[src/rtl/absorb_sequencer.sv]
// ----------------------------------------------------------------------------
// absorb_sequencer
//
// Control sequencer for a sponge-style absorb stage. Accepts a message as a
// stream of beats, presents each beat together with the running byte count
// and the rate to an external absorb datapath, and reacts to its results:
// a full block triggers a permutation, and bytes that overflow the block are
// parked in a carry buffer and absorbed after the permutation completes.
//
// Ports:
//   clk, rst_n            clock, asynchronous active-low reset
//   start_i, rate_i       begin a new message; rate (bits) latched on accept
//   t_valid_i/t_ready_o   input stream handshake
//   t_data_i, t_keep_i,   beat data (byte 0 in [7:0]), contiguous byte
//   t_last_i              valids, last-beat marker
//   abs_msg_o, abs_keep_o,
//   abs_rate_o, abs_bytes_o  operands driven to the absorb datapath
//   abs_bytes_i, abs_has_carry_i,
//   abs_carry_i, abs_carry_keep_i  absorb datapath results
//   absorb_en_o           capture strobe for the absorb result
//   perm_start_o/perm_done_i  permutation start / completion pulses
//   done_o, final_bytes_o message absorbed pulse, bytes in the open block
//   busy_o                high whenever not idle
// ----------------------------------------------------------------------------
module absorb_sequencer #(
    parameter int DWIDTH            = 256,
    parameter int KEEP_WIDTH        = 32,
    parameter int RATE_WIDTH        = 11,
    parameter int BYTE_ABSORB_WIDTH = 8
) (
    input  logic                         clk,
    input  logic                         rst_n,
    input  logic                         start_i,
    input  logic [RATE_WIDTH-1:0]        rate_i,
    input  logic                         t_valid_i,
    output logic                         t_ready_o,
    input  logic [DWIDTH-1:0]            t_data_i,
    input  logic [KEEP_WIDTH-1:0]        t_keep_i,
    input  logic                         t_last_i,
    output logic [DWIDTH-1:0]            abs_msg_o,
    output logic [KEEP_WIDTH-1:0]        abs_keep_o,
    output logic [RATE_WIDTH-1:0]        abs_rate_o,
    output logic [BYTE_ABSORB_WIDTH-1:0] abs_bytes_o,
    input  logic [BYTE_ABSORB_WIDTH-1:0] abs_bytes_i,
    input  logic                         abs_has_carry_i,
    input  logic [DWIDTH-65:0]           abs_carry_i,
    input  logic [KEEP_WIDTH-9:0]        abs_carry_keep_i,
    output logic                         absorb_en_o,
    output logic                         perm_start_o,
    input  logic                         perm_done_i,
    output logic                         done_o,
    output logic [BYTE_ABSORB_WIDTH-1:0] final_bytes_o,
    output logic                         busy_o
);

    typedef enum logic [2:0] {
        ST_IDLE,
        ST_ABSORB,
        ST_PERMUTE,
        ST_CARRY,
        ST_DONE
    } state_t;

    state_t                       state;
    state_t                       state_next;

    logic [BYTE_ABSORB_WIDTH-1:0] cnt;
    logic [RATE_WIDTH-1:0]        rate_q;
    logic [DWIDTH-65:0]           carry_data;
    logic [KEEP_WIDTH-9:0]        carry_keep;
    logic                         carry_pend;
    logic                         last_pend;
    logic                         perm_issued;
    logic [BYTE_ABSORB_WIDTH-1:0] final_q;

    logic                         handshake;
    logic                         block_full;
    logic [RATE_WIDTH-1:0]        rate_bytes;
    logic [RATE_WIDTH-1:0]        bytes_ext;

    // A beat is consumed only while absorbing; the block is full when the
    // datapath's new count reaches the rate expressed in bytes.
    assign handshake  = (state == ST_ABSORB) && t_valid_i;
    assign rate_bytes = rate_q >> 3;
    assign bytes_ext  = RATE_WIDTH'(abs_bytes_i);
    assign block_full = (bytes_ext == rate_bytes);

    // State register.
    always_ff @(posedge clk or negedge rst_n) begin
        if (!rst_n) begin
            state <= ST_IDLE;
        end else begin
            state <= state_next;
        end
    end

    // Next-state and output decode. Strobes are mutually exclusive by
    // construction since each belongs to a different state.
    always_comb begin
        state_next    = state;
        t_ready_o     = 1'b0;
        absorb_en_o   = 1'b0;
        perm_start_o  = 1'b0;
        done_o        = 1'b0;
        abs_msg_o     = '0;
        abs_keep_o    = '0;
        abs_bytes_o   = '0;
        abs_rate_o    = rate_q;
        final_bytes_o = final_q;
        busy_o        = (state != ST_IDLE);

        case (state)
            ST_IDLE: begin
                if (start_i) begin
                    state_next = ST_ABSORB;
                end
            end

            ST_ABSORB: begin
                t_ready_o   = 1'b1;
                abs_msg_o   = t_data_i;
                abs_keep_o  = t_keep_i;
                abs_bytes_o = cnt;
                absorb_en_o = handshake;
                if (handshake) begin
                    if (abs_has_carry_i || block_full) begin
                        state_next = ST_PERMUTE;
                    end else if (t_last_i) begin
                        state_next = ST_DONE;
                    end
                end
            end

            ST_PERMUTE: begin
                perm_start_o = !perm_issued;
                if (perm_done_i) begin
                    if (carry_pend) begin
                        state_next = ST_CARRY;
                    end else if (last_pend) begin
                        state_next = ST_DONE;
                    end else begin
                        state_next = ST_ABSORB;
                    end
                end
            end

            ST_CARRY: begin
                // Carried bytes restart a fresh block at offset zero; they
                // can never overflow again as they are fewer than any rate.
                abs_msg_o   = {64'b0, carry_data};
                abs_keep_o  = {8'b0, carry_keep};
                abs_bytes_o = '0;
                absorb_en_o = 1'b1;
                state_next  = last_pend ? ST_DONE : ST_ABSORB;
            end

            ST_DONE: begin
                done_o        = 1'b1;
                final_bytes_o = cnt;
                state_next    = ST_IDLE;
            end

            default: begin
                state_next = ST_IDLE;
            end
        endcase
    end

    // Message bookkeeping: byte count, latched rate, carry buffer and the
    // pending flags that steer the exit from PERMUTE and CARRY.
    always_ff @(posedge clk or negedge rst_n) begin
        if (!rst_n) begin
            cnt         <= '0;
            rate_q      <= '0;
            carry_data  <= '0;
            carry_keep  <= '0;
            carry_pend  <= 1'b0;
            last_pend   <= 1'b0;
            perm_issued <= 1'b0;
            final_q     <= '0;
        end else begin
            // perm_start_o fires only in the first PERMUTE cycle.
            perm_issued <= (state == ST_PERMUTE);

            case (state)
                ST_IDLE: begin
                    if (start_i) begin
                        rate_q     <= rate_i;
                        cnt        <= '0;
                        carry_pend <= 1'b0;
                        last_pend  <= 1'b0;
                        final_q    <= '0;
                    end
                end

                ST_ABSORB: begin
                    if (handshake) begin
                        cnt       <= abs_bytes_i;
                        last_pend <= t_last_i;
                        if (abs_has_carry_i) begin
                            carry_data <= abs_carry_i;
                            carry_keep <= abs_carry_keep_i;
                            carry_pend <= 1'b1;
                        end
                    end
                end

                ST_PERMUTE: begin
                    if (perm_done_i) begin
                        cnt <= '0;
                    end
                end

                ST_CARRY: begin
                    cnt        <= abs_bytes_i;
                    carry_pend <= 1'b0;
                end

                ST_DONE: begin
                    // Keep the reported count visible after the pulse.
                    final_q <= cnt;
                end

                default: begin
                end
            endcase
        end
    end

endmodule

[config.mk]
export PLATFORM = sky130hd
export DESIGN_NAME = absorb_sequencer
export DESIGN_NICKNAME = d
export VERILOG_FILES = /design/src/rtl/absorb_sequencer.sv
export SDC_FILE = /design/constraint.sdc
export NUM_CORES = 1
export LEC_CHECK = 0
export ABC_AREA = 1
export BUFFER_PORTS_ARGS = -buffer_cell sky130_fd_sc_hd__buf_4
export CAP_MARGIN = 20
export CORE_AREA = 4 4 326 328
export DETAILED_ROUTE_END_ITERATION = 16
export DIE_AREA = 0 0 330 332
export SYNTH_ARGS = -nofsm -noshare
export SYNTH_HDL_FRONTEND = slang
export SYNTH_SLANG_ARGS = --single-unit
[constraint.sdc]
create_clock -name clk -period 2.4 [get_ports clk]
set_input_delay 0.24 -clock clk [delete_from_list [all_inputs] [get_ports clk]]
set_output_delay 0.24 -clock clk [all_outputs]
set_load 0.01 [all_outputs]
==> impl_metrics.toml <==
[worst_hold_path]
hold_class = "input port to flip-flop"

[synthesis]
synth-async-reset-ratio = 1.00
ys_top_cells_by_area = "dfrtp_1 (49%), a22o_1 (15%), nand2_1 (15%), nand3_1 (8.5%), inv_1 (3.3%)"
syn_avg_cell_area_um2 = 8.17
synth_top_flop_cell = "dfrtp_1"
yosysUniqueCellTypes = 21
ys_ff_latch = 249
synth.net_count = 2095
ys_top_cells_by_count = "nand2_1 (499), dfrtp_1 (249), nand3_1 (217), a22o_1 (216), inv_1 (114)"
post-synth-top-area-cell = "dfrtp_1"
synth_top_cell_area_share = 0.487
syn_area_mm2 = 0.0128
yosysWarningCount = 0
synthMostInstantiatedCell = "nand2_1"
synth_edf_count = 0
share_of_synthesized_area_occupied_by_flip_flops_and_latches = 0.487
synth_cells = 1565

[power_and_ir_drop]
share_comb_of_total_power = 0.627
net-switching-power_uw = 14400
clock_power_share = 0.150
peak_supply_drop_uv = 1180
p_leak_uw = 0.0139
p_seq_frac = 0.223
sw_frac_of_total = 0.426
power_density_mw_per_mm2 = 1250
internal_power_uw = 19400

[clock_tree]
clkLatencyLatePin_ns = 0.59
cts_htree_levels = 1
cts_tree = "done"
clk_transition_reported_paths_ns = 0.06
ctsLongestPathBuffers = 3
clkSinkCount = 249
clock_tree.root_cell = "clkbuf_16"
tritoncts.num_buffers = 30

[placed_design]
place_area_mm2 = 0.0211
buffer_ports.inserted = 849
finalWeightedCongestion = 0.934
pre_cts_slack_ns = 0.0873
hpwlAfterDp_um = 72000

[sta]
fmax_ghz = 0.394
unrepaired_setup_endpoints_after_global_routing = "yes"
report.final.slew_viol_count = 0
layout_worst_path_cycle_share = 1.06
shortest_clock_period_the_worst_path_allows_after_layout_ns = 2.54
max_slew_margin = 0.655
worst-slew-pin-transition_ns = 0.518
finalHoldViolCount = 0
finalSetupViolations = 203
holdWs_ns = 0.151
setup_ws_ns = -0.139
finalClockSkew_ns = 0.0123

[die]
fp.dieArea_mm2 = 0.110
fp-row-count = 118
die_width_um = 330
core-area_mm2 = 0.103
initial_core_util = 0.124
die_height_um = 332
boundaryPins = 850

[route]
route.detailed.drc = 0
via_per_inst = 4.03
drt_first_iter_violations = 1046
routed_wirelength_um = 99300
drt-pass1-iter-count = 5
drt.antenna.violating_nets = 0
routed-via-count = 16700
routed_wire_length_per_instance_um = 23.9

[global_route]
grt_start_max_net_pins = 74
first_global_vias = 17100
grt_pass1_wl_um = 131000
grtUsageTotal = 0.167
grt_antenna_before_repair = 36
grt_remaining_overflow = 0

[critical_path]
cp.required_ns = 2.16
crit_arrival_ns = 2.30
endpoint_kind = "output pin"
r2r_setup_slack_ns = 0.05
crit_fanout = 6
setup.worst_path.start_class = "flip-flop"
setup.worst_path.class = "flip-flop to output pin"

[cells_and_area]
final_area_mm2 = 0.0270
multi_input_comb_area_mm2 = 0.00578
nets = 3261
num-fill-cells = 10900
syn2layout_area_growth_pct = 111
layout.core_utilization = 0.262
ff_latch_area_mm2 = 0.00623
layout-drive-gt1-share = 0.409

[status]
run_status = "complete, but fails checks"
violations_in_the_final_reports = "setup timing"

[flow_run]
cap_viol_max_count = 0
## logic make-up (layout without fill, tap and decap cells)
family          after synthesis  after routing  share of synthesized area
simple gates                814            814                      0.263
compound gates              254            254                      0.163
flops                       249            249                      0.487
buf+inv                     245           1433                     0.0837
xor+xnor                      3              3                    0.00206
other cells                   0             18                          0
## what timing repair did
action,in CTS,in global routing
hold buffers,240,0
cloned,32,13
endpoints found under the hold margin,364,0
pin swaps,9,27
buffers inserted,44,17
endpoints found under the setup margin,219,502
gates resized for setup,99,91
## flip-flops by register name, summed over array words and instances (netlist names)
name         flops
carry_data     192
carry_keep      24
abs_rate_o      11
cnt              8
final_q          8
state            3
carry_pend       1
last_pend        1
perm_issued      1
## layout by cell type, fill, tap and decap left out, types with 18 or more instances in the layout
cell type      Yosys  final
clkbuf_16          0     44
buf_6             12     55
inv_1            114    112
dlygate4sd3_1      0    240
dfrtp_1          249    248
nor2_1            93     75
buf_4              4    876
a22o_4             0     23
o21ai_0           28     28
nand2_1          499    498
diode_2            0     18
a22o_1           216    193
nand3_1          217    217
buf_16             0     22
buf_12             0     36
## final timing paths
path                                        startpoint                           to  depth (start not counted)
setup / recovery                  state[1]$_DFFE_PN0P_               abs_msg_o[180]                         11
hold / removal                               t_valid_i           cnt[6]$_DFFE_PN0P_                          5
setup reg to reg                  state[1]$_DFFE_PN0P_  carry_data[155]$_DFFE_PN0P_                         11
hold reg to reg            carry_data[181]$_DFFE_PN0P_  carry_data[181]$_DFFE_PN0P_                          2
max in group asynchronous                        rst_n  carry_data[157]$_DFFE_PN0P_                          4
min in group asynchronous                        rst_n  carry_data[118]$_DFFE_PN0P_                          2
## stage by stage
stage,cells,total power [uW],setup TNS (ns)
2_1_floorplan,1565,15700,0
3_3_place_gp,3745,23500,0
3_5_place_dp,3745,23700,0
4_1_cts,4114,33100,-31.88
5_1_grt,4148,35700,-51.10
6_report,4151,33800,-11.75
## worst max-delay path, cell delays in order, from the launching register on
cell and delay [ns]:
dfrtp_1 0.38, inv_2 0.07, nor2_4 0.14, inv_2 0.07, nor2_4 0.12, buf_6 0.13, buf_12 0.14, buf_12 0.11
buf_12 0.12, clkbuf_16 0.15, a22o_1 0.13, buf_4 0.12
## power groups by stage
stage               sequential (uW)  combinational (uW)  clock [uW]
detailed placement             7490               16200           0
finish                         7530               21200        5060
floorplan                      7060                8680           0
CTS                            7470               20400        5210
global route                   7700               22700        5350
global placement               7490               16000           0
## layer usage
| metal | part of all wire | track usage | vias up |
|---|---|---|---|
| met5 | 0.00068 | 0 | - |
| met4 | 0.030 | 0.0457 | 10 |
| met1 | 0.40 | 0.206 | 8150 |
| li1 | - | - | 7591 |
| met2 | 0.48 | 0.283 | 860 |
| met3 | 0.094 | 0.0495 | 127 |
## final cells by class
class                   count  area share
repair buffers           1263       0.434
clock inverters            14     0.00778
inverters                 116      0.0161
multi-input cells        1071       0.214
diodes                     18     0.00167
flip-flops and latches    249       0.231
clock buffers              40      0.0322
well taps                1380      0.0639
Note: power is estimated with default switching activity, not from simulation.
